`src/rtl/irq_ctrl_pkg.sv`:
```
// Shared definitions for the interrupt priority controller: default sizing,
// FSM state encoding, the priority-level type and a one-hot helper.
package irq_ctrl_pkg;

  localparam int NUM_CH_DEF = 9;
  localparam int LVL_W_DEF  = 2;
  localparam int VEC_W      = 4;

  typedef enum logic [1:0] {
    ST_IDLE    = 2'd0,
    ST_ARB     = 2'd1,
    ST_PRESENT = 2'd2
  } irq_state_e;

  typedef logic [LVL_W_DEF-1:0] lvl_t;

  // One-hot decode of a channel index; callers truncate to their channel count.
  function automatic logic [15:0] vec_onehot(input logic [VEC_W-1:0] idx);
    return 16'(1) << idx;
  endfunction

endpackage

```
`src/rtl/irq_prio_pick.sv`:
```
// Combinational winner selection: among eligible channels choose the highest
// level; on equal levels the lowest index wins.
module irq_prio_pick
  import irq_ctrl_pkg::*;
#(
  parameter int NUM_CH = NUM_CH_DEF,
  parameter int LVL_W  = LVL_W_DEF
) (
  input  logic [NUM_CH-1:0]       eligible,
  input  logic [NUM_CH*LVL_W-1:0] levels,
  output logic                    valid,
  output logic [VEC_W-1:0]        index,
  output logic [LVL_W-1:0]        level
);

  // Scan upward; only a strictly greater level displaces the current best,
  // so a tie keeps the lower index already chosen.
  always_comb begin
    valid = 1'b0;
    index = '0;
    level = '0;
    for (int i = 0; i < NUM_CH; i++) begin
      if (eligible[i] && (!valid || (levels[i*LVL_W +: LVL_W] > level))) begin
        valid = 1'b1;
        index = VEC_W'(i);
        level = levels[i*LVL_W +: LVL_W];
      end
    end
  end

endmodule

```
`src/rtl/irq_priority_ctrl.sv`:
```
// Interrupt priority controller. Rising edges on req_i latch pending bits;
// enabled pending channels are arbitrated by level and the winner is
// presented on irq_o/vec_o/lvl_o until acknowledged.
//
// Handshake: irq_o acts as valid and ack_i as ready. While irq_o is high,
// vec_o/lvl_o are stable; the transfer completes on the rising edge where
// irq_o and ack_i are both high, after which irq_o drops for at least one
// cycle. ack_i is ignored whenever irq_o is low.
module irq_priority_ctrl
  import irq_ctrl_pkg::*;
#(
  parameter int NUM_CH = NUM_CH_DEF,
  parameter int LVL_W  = LVL_W_DEF
) (
  input  logic              clk,
  input  logic              rst,
  input  logic [NUM_CH-1:0] req_i,
  input  logic              cfg_we,
  input  logic [VEC_W-1:0]  cfg_addr,
  input  logic [NUM_CH-1:0] cfg_wdata,
  input  logic              ack_i,
  output logic              irq_o,
  output logic [VEC_W-1:0]  vec_o,
  output logic [LVL_W-1:0]  lvl_o,
  output logic [NUM_CH-1:0] pending_o,
  output irq_state_e        state_dbg
);

  irq_state_e state_q, state_d;

  logic [NUM_CH-1:0]       req_q;
  logic [NUM_CH-1:0]       pending_q;
  logic [NUM_CH-1:0]       mask_q;
  logic [LVL_W-1:0]        lvl_q [NUM_CH];
  logic [NUM_CH*LVL_W-1:0] lvl_flat;

  logic [NUM_CH-1:0] rise;
  logic [NUM_CH-1:0] eligible;
  logic [NUM_CH-1:0] clr;

  logic              win_valid;
  logic [VEC_W-1:0]  win_idx;
  logic [LVL_W-1:0]  win_lvl;

  logic load_win;
  logic ack_take;
  logic cfg_mask_hit;

  assign rise         = req_i & ~req_q;
  assign eligible     = pending_q & mask_q;
  assign cfg_mask_hit = cfg_we && (cfg_addr == VEC_W'(NUM_CH));
  assign pending_o    = pending_q;
  assign state_dbg    = state_q;

  // Flatten the per-channel level registers for the picker.
  always_comb begin
    lvl_flat = '0;
    for (int i = 0; i < NUM_CH; i++) begin
      lvl_flat[i*LVL_W +: LVL_W] = lvl_q[i];
    end
  end

  irq_prio_pick #(
    .NUM_CH (NUM_CH),
    .LVL_W  (LVL_W)
  ) u_pick (
    .eligible (eligible),
    .levels   (lvl_flat),
    .valid    (win_valid),
    .index    (win_idx),
    .level    (win_lvl)
  );

  // Request edge history; cleared to 0 so a line already high at reset
  // release is seen as a fresh rising edge.
  always_ff @(posedge clk or posedge rst) begin
    if (rst) begin
      req_q <= '0;
    end else begin
      req_q <= req_i;
    end
  end

  // Pending register: a new edge wins over a same-cycle acknowledge clear.
  always_ff @(posedge clk or posedge rst) begin
    if (rst) begin
      pending_q <= '0;
    end else begin
      pending_q <= (pending_q & ~clr) | rise;
    end
  end

  // Configuration registers: mask (1 = enabled) and per-channel levels.
  always_ff @(posedge clk or posedge rst) begin
    if (rst) begin
      mask_q <= '1;
      for (int i = 0; i < NUM_CH; i++) begin
        lvl_q[i] <= '0;
      end
    end else begin
      if (cfg_mask_hit) begin
        mask_q <= cfg_wdata;
      end
      for (int i = 0; i < NUM_CH; i++) begin
        if (cfg_we && (cfg_addr == VEC_W'(i))) begin
          lvl_q[i] <= cfg_wdata[LVL_W-1:0];
        end
      end
    end
  end

  // FSM state register.
  always_ff @(posedge clk or posedge rst) begin
    if (rst) begin
      state_q <= ST_IDLE;
    end else begin
      state_q <= state_d;
    end
  end

  // FSM next-state logic.
  always_comb begin
    state_d = state_q;
    unique case (state_q)
      ST_IDLE:    if (|eligible) state_d = ST_ARB;
      ST_ARB:     state_d = win_valid ? ST_PRESENT : ST_IDLE;
      ST_PRESENT: if (ack_i) state_d = ST_IDLE;
      default:    state_d = ST_IDLE;
    endcase
  end

  // FSM output decode: winner load, acknowledge acceptance, pending clear.
  always_comb begin
    load_win = 1'b0;
    ack_take = 1'b0;
    clr      = '0;
    unique case (state_q)
      ST_ARB:     load_win = win_valid;
      ST_PRESENT: ack_take = ack_i;
      default:    ;
    endcase
    if (ack_take) begin
      clr = NUM_CH'(vec_onehot(vec_o));
    end
  end

  // Registered presentation outputs; vec_o/lvl_o only change on a winner load,
  // so config writes during presentation cannot disturb them.
  always_ff @(posedge clk or posedge rst) begin
    if (rst) begin
      irq_o <= 1'b0;
      vec_o <= '0;
      lvl_o <= '0;
    end else begin
      irq_o <= (state_d == ST_PRESENT);
      if (load_win) begin
        vec_o <= win_idx;
        lvl_o <= win_lvl;
      end
    end
  end

endmodule

```
`config.mk`:
```
export PLATFORM = sky130hd
export DESIGN_NAME = irq_priority_ctrl
export DESIGN_NICKNAME = d
export VERILOG_FILES = /design/src/rtl/irq_ctrl_pkg.sv /design/src/rtl/irq_prio_pick.sv /design/src/rtl/irq_priority_ctrl.sv
export SDC_FILE = /design/constraint.sdc
export NUM_CORES = 1
export LEC_CHECK = 0
export CELL_PAD_IN_SITES_DETAIL_PLACEMENT = 2
export CELL_PAD_IN_SITES_GLOBAL_PLACEMENT = 2
export CORE_MARGIN = 1.5
export CORE_UTILIZATION = 33
export CTS_BUF_LIST = sky130_fd_sc_hd__clkbuf_2 sky130_fd_sc_hd__clkbuf_4 sky130_fd_sc_hd__clkbuf_8
export DETAILED_ROUTE_END_ITERATION = 8
export PLACE_DENSITY_LB_ADDON = 0.25
export SYNTH_ARGS = -nofsm -noshare
export SYNTH_HDL_FRONTEND = slang
export SYNTH_HIERARCHICAL = 1
export SYNTH_SLANG_ARGS = --single-unit
```
`constraint.sdc`:
```
create_clock -name clk -period 9.9 [get_ports clk]
set_clock_uncertainty 0.1 [all_clocks]
set_input_delay 1.98 -clock clk [delete_from_list [all_inputs] [get_ports clk]]
set_output_delay 1.98 -clock clk [all_outputs]
set_load 0.005 [all_outputs]
```
Word-level counts from Yosys, hierarchy flattened:

Cells that the tools add are included.

* memory bits (read-only): 0
* register bits after elaboration: 54
* input port bits: 26
* latch bits: 0
* memories: 0
* output and inout bits: 18
* bits in writable memories: 0
* word-level logic and storage cells: 113

* order comparisons: 8
* multiply operators: 0
* eq/ne operators: 12
* div/mod/pow operators: 0
* bitwise operators: 6
* add/subtract/negate cells: 0
* muxes and demuxes: 33
* reductions and logical operators: 37
* shifts and indexed selects: 1

Operators with widths (number)
* $mux 2: 14
* $and 9x9->9: 3
* $logic_and 1x1->1: 18
* $not 9->9: 2
* $eq 4x3->1 const B: 4
* $gt 2x2->1: 8
* $mux 1: 12
* $mux 3: 4
* $mux 9: 1
* $or 9x9->9: 1
* $reduce_or 9->1: 1
* $shl 1x4->9 const A: 1
* $eq 4x2->1 const B: 2
* $eq 4x4->1 const B: 2
* $logic_not 1->1: 8
* $logic_or 1x1->1: 8
* $pmux 2 s3: 1
* $eq 2x2->1 const B: 2
* $eq 4x1->1 const B: 1
* $logic_not 4->1: 1
* $mux 4: 1
* $eq 2x1->1 const B: 1
* $logic_not 2->1: 1

Logic depth before layout (Yosys ltp):

* depth in word-level cells: 37
* mapped depth: 48
* depth with buffers taken out: 48

Modules after synthesis:

Netlist, hierarchy kept.

By module, submodules not included
* irq_priority_ctrl: area an instance 2147.1 µm², sequential area each 1362.6 µm², cells an instance 158, instances 1
* irq_prio_pick: area an instance 882.1 µm², sequential area each 0.0 µm², cells an instance 122, instances 1

Least setup slack after synthesis:

No wires, ideal clock.

* kind: register -> register
* start: register mask_q[0]
* end: register lvl_o[0]
* setup time: 125 ps
* cell stages (with the launch flop): 48
* arrival time: 9476 ps
* path slack: 200 ps
* path buffers: 0
* period minus slack after synthesis: 9700 ps
* required time: 9675 ps
* cells stage by stage: dfstp_2 > and2_1 > nand2_1 > ha_1 > nor2b_1 > o311a_1 > a32o_1 > inv_1 > ha_1 > nor2b_1 > o311a_1 > nand2_1 > o21ai_0 > ha_1 > nor2b_1 > o211ai_1 > nand3_1 > o211ai_2 > [12 not listed] > nand2_1 > o21ai_0 > a21boi_4 > inv_1 > a31oi_2 > inv_1 > ha_1 > nor2b_1 > a2bb2oi_1 > o21ai_1 > mux2i_2 > ha_1 > nor2b_1 > o21ai_0 > a21boi_2 > a2111oi_1 > a211oi_1 > mux2_2

RTL lines
* start: declaration: line irq_priority_ctrl.sv:33 `logic [NUM_CH-1:0] mask_q;`
* start signal: assignment: line irq_priority_ctrl.sv:102 `mask_q <= cfg_wdata;`
* $and 9x9->9 *: line irq_priority_ctrl.sv:50 `assign eligible = pending_q & mask_q;`
* via eligible[0]: line irq_priority_ctrl.sv:38 `logic [NUM_CH-1:0] eligible;`
* $mux 2 or $mux 1 (tied branches): line irq_prio_pick.sv:23 `if (eligible[i] && (!valid || (levels[i*LVL_W +: LVL_W] > level))) begin`
* $gt 2x2->1 or $logic_not 1->1 (tied branches): line irq_prio_pick.sv:23
* $logic_or 1x1->1: line irq_prio_pick.sv:23
* $logic_and 1x1->1: line irq_prio_pick.sv:23
* $mux 2 or $mux 1 (tied branches): line irq_prio_pick.sv:23
* $gt 2x2->1 or $logic_not 1->1 (tied branches): line irq_prio_pick.sv:23
* [20 not listed]
* $logic_or 1x1->1: line irq_prio_pick.sv:23
* $logic_and 1x1->1: line irq_prio_pick.sv:23
* $mux 2 or $mux 1 (tied branches): line irq_prio_pick.sv:23
* $gt 2x2->1 or $logic_not 1->1 (tied branches): line irq_prio_pick.sv:23
* $logic_or 1x1->1: line irq_prio_pick.sv:23
* $logic_and 1x1->1: line irq_prio_pick.sv:23
* $mux 2 *: line irq_prio_pick.sv:23
* via win_lvl[0]: line irq_priority_ctrl.sv:43 `logic [LVL_W-1:0] win_lvl;`
* end signal: assignment: line irq_priority_ctrl.sv:158 `lvl_o <= win_lvl;`
* end: declaration: line irq_priority_ctrl.sv:24 `output logic [LVL_W-1:0] lvl_o,`

Mark *: on every way through the listed nets, which the timed path passes. The rest lies on a longest branch.
A chain may end at the register's enable or synchronous reset.

Worst setup path after layout:

Same ends and word-level chain as after synthesis.

==> results.md <==
Run status:
- The flow ran to the end, and the final reports show no timing, DRC or antenna violations.

Floorplan:
- The floorplan step defined a die boundary enclosing 0.00976 mm².
- The effective utilization at floorplan is 0.344.
- The core region is 0.00881 mm².
- Row generation in the floorplan step produced 34 rows.
- In this run the count of I/O pins placed on the die edge is 44.
- The die is 98.8 µm wide.
- From bottom edge to top edge, the die measures 98.8 µm.

Critical path:
- Data on the critical path arrives at its endpoint at 9.72 ns.
- Among cell families on the critical path, the largest total delay comes from compound AO/OA/AOI/OAI gates.
- The required time of the worst setup path is 10.02 ns.
- For this design, the slowest cell found on the critical path is dfstp_2.
- The critical path in this run is classified as flip-flop to flip-flop.
- The nature of the critical path endpoint is a flip-flop.
- On the worst path, the slowest cell contributes a delay of 0.56 ns.
- The worst setup path is launched from a flip-flop.
- In this design, the critical path's most frequently occurring cell is ha_1.
- The critical-path maximum fanout is 7.
- The number of buffers and inverters on the critical path is 4.

Synth:
- The mapped netlist covers 0.00303 mm².
- The number of warning messages in the yosys log is 6.
- The count of distinct cell types in the synthesized netlist is 58.
- After synthesis, the share of flip-flops with an asynchronous set or reset is 1.00.
- The top flip-flop cell by instance count after synthesis is dfrtp_1.
- The net count after synthesis is 321.
- The biggest area contributor in the post-synthesis netlist is dfrtp_1.
- Synthesis produced 280 cells.
- After synthesis the netlist holds a flip-flop and latch count of 54.
- A synthesized cell averages 10.8 µm².
- In the post-synthesis netlist, the biggest area contributors are dfrtp_1, mux2_2, dfstp_2.
- The share of synthesized area in the top cell type comes to 0.372.
- The fraction of the yosys area taken by sequential cells is 0.450.
- Counting flops with a built-in enable in the synthesized netlist gives 0.

Drt:
- The final layout contains routed wiring with a total length of 8.64 mm.
- In this run, the number of DRC markers left after iteration 0 of detailed routing was 53.
- The count of nets left with antenna violations once routing finished came out at 0.
- The top layer reached by signal wires is met4.
- The first TritonRoute pass finished after 4 iterations.
- The sum of met2 wire segment lengths after detailed routing is 4.53 mm.
- Wire segments on met3 add up to 180 µm in the final route.
- Detailed routing inserted a total of 2436 vias.
- After detailed routing, the number of remaining DRC violations is 0.
- Dividing the detail-routed wire length by the instance count gives 18.9 µm.
- The post-detailed-route via-to-cell ratio is 5.32.
- The met1 layer wirelength in the final routing is 3.83 mm.

Clocking:
- The clock sink count is 54.
- The cell chosen for the clock root is clkbuf_8.
- Clock-pin slew was measured on the worst setup and hold paths at 0.10 ns.
- The CTS tree is yes.
- The total clock buffers created by CTS is 5.
- For the worst-skew pair, the clock arrives at the later sink with an insertion delay of 0.32 ns.
- The longest clock path from root to sink contains 2 buffers.
- The count of hold buffers inserted by post-cts repair is 0.
- The number of H-tree branching levels is 2.

Timing:
- The final sum of negative setup slack is 0 ns.
- For this run, the top clock speed supported by timing is 104 MHz.
- The routed design could run at a clock period as short as 9.60 ns.
- The final setup violation count is 0.
- The part of the cycle the worst path needs is 0.970.
- The hold violation count in the final report is 0.
- At the pin with the least slew margin, the transition time is 0.676 ns.
- The number of slew-limit violations in the final report is 0.
- The worst pin sits at a relative slew slack of 0.549.
- Setup repair after global routing could not meet its margin everywhere.

Placed design:
- In this run the tool buffered the top-level ports with 43 buffer cells.
- The post-placement cell count is 442.
- The HPWL reported at the end of detailed placement is 6.47 mm.
- The final weighted congestion in routability-driven placement is 0.783.

Global routing:
- The first global-routing pass estimated 13.8 mm of wire.
- In the global route stage, overall resource usage came out at 0.181.
- After global routing the overflow that remains totals 0.
- The initial antenna violation count is 0.
- The number of global-route vias before repair is 2665.
- Entering global routing, the biggest net connects 55 pins.

Layout:
- For this run, the number of standard cells in the final layout without fillers is 458.
- The net count of the finished layout is 390.
- The fraction of layout instances using a drive strength above 1 is 0.306.
- The count of antenna diodes in the layout is 0.
- From synthesis to final layout, the design area changed by 31.2%.

Pwr:
- In this run the power spent charging and discharging nets is 577 µW.
- The design internal power is 842 µW.
- The maximum VDD drop is 0.135 mV.
- The proportion of total power due to net switching is 0.407.
- The share of total power dissipated in the clock network is 0.114.
- Of the total power, registers draw 0.234.
- The logic gate share of total power is 0.652.
- Dividing total power by cell area gives a power density of 357 mW/mm².
- For this design the static power due to leakage is 0.00167 µW.

Flow run:
- Across the run, the number of max-cap violations was 0.

Worst hold path:
- In this run the worst hold path is classified as flip-flop to flip-flop.
==> cells by family after synthesis <==
kind of cell | after synthesis | synth area share
flip-flops | 54 | 0.450
AND/OR/NAND/NOR | 75 | 0.147
buffers and inverters | 30 | 0.0376
multiplexers | 36 | 0.135
AO/OA/AOI/OAI | 70 | 0.168
adder cells (fa/ha/maj) | 15 | 0.0620
==> state kept, by name, summed over array words and instances, names as in the netlist <==
name and flops:
lvl_flat 18, mask_q 9, pending_o 9, req_q 9, vec_o 4, lvl_o 2
state_dbg 2, irq_o 1
==> path summary, 6_finish.rpt <==
path | start | to | slack (ns) | cells past startpoint
max | mask_q[0] | lvl_o[0] | 0.30 | 49
min | req_q[6] | pending_o[6] | 0.32 | 1
max reg2reg | mask_q[0] | lvl_o[0] | 0.30 | 49
min reg2reg | req_q[6] | pending_o[6] | 0.32 | 1
max in group asynchronous | rst | lvl_flat[2] | 7.20 | 3
min in group asynchronous | rst | pending_o[2] | 2.06 | 3
==> layer usage <==
layer | GRT usage | vias to the layer above
met5 | 0 | -
met4 | 0.0495 | 0
met3 | 0.0262 | 7
met2 | 0.331 | 35
met1 | 0.223 | 1240
li1 | - | 1154
==> cell usage in the layout, fill, tap and decap left out, drive strengths merged, types with 2 or more instances in the layout <==
cell type	count
a211oi	2
a21boi	3
a21o	3
a21oi	5
a22o	4
a31oi	2
and2	12
buf	22
clkbuf	6
clkdlybuf4s50	43
dfrtp	45
dfstp	9
ha	15
inv	28
mux2	34
mux2i	2
nand2	14
nand2b	5
nand3	6
nand3b	7
nor2	8
nor2b	8
nor3b	2
o211ai	6
o21ai	25
o22ai	2
o311a	3
o31ai	3
or3	4
or4	2
==> power by group through the flow <==
stage / logic [µW] / clock network, µW / registers, µW
final: 925 / 162 / 332
after global routing: 1020 / 174 / 341
after CTS: 795 / 166 / 330
after detailed placement: 781 / 0 / 333
after global placement: 748 / 0 / 330
after floorplan: 503 / 0 / 317
==> cell type report <==
class / count / area [µm²]
Fill cell: 921 / 4830
Multi-Input combinational cell: 196 / 1650
Sequential cell: 54 / 1360
Timing Repair Buffer: 65 / 599
Tap cell: 108 / 135
Inverter: 27 / 101
Clock buffer: 6 / 82.6
Clock inverter: 2 / 38.8
==> per-stage QoR <==
step / area (µm²) / util / hold slack, ns / total power [µW] / setup WS (ns)
6_report: 3970 / 0.451 / 0.325 / 1420 / 0.299
4_1_cts: 3820 / 0.434 / 0.327 / 1290 / 0.00548
5_1_grt: 3970 / 0.451 / 0.334 / 1530 / -0.164
2_1_floorplan: 3030 / - / 0.300 / 820 / 0.200
3_3_place_gp: 3690 / 0.419 / 0.303 / 1080 / 0.236
3_5_place_dp: 3690 / 0.419 / 0.312 / 1110 / -0.0658
==> cells in the mapped netlist (3+ instances only) <==
master,instances
dfrtp_1,45
mux2_2,33
inv_1,27
o21ai_0,23
ha_1,15
nand2_1,14
and2_1,11
dfstp_2,9
nor2b_1,8
nand3b_1,7
nor2_1,7
nand3_1,6
a21oi_1,5
nand2b_1,5
o211ai_1,5
a22o_1,4
a21o_1,3
o311a_1,3
o31ai_1,3
or3_1,3
==> what timing repair did <==
item	CTS	global route
endpoints found under the setup margin	3	6
resized for setup	1	25
pin swaps	1	16
setup buffers	1	7
(Power assumes the default switching activity.)
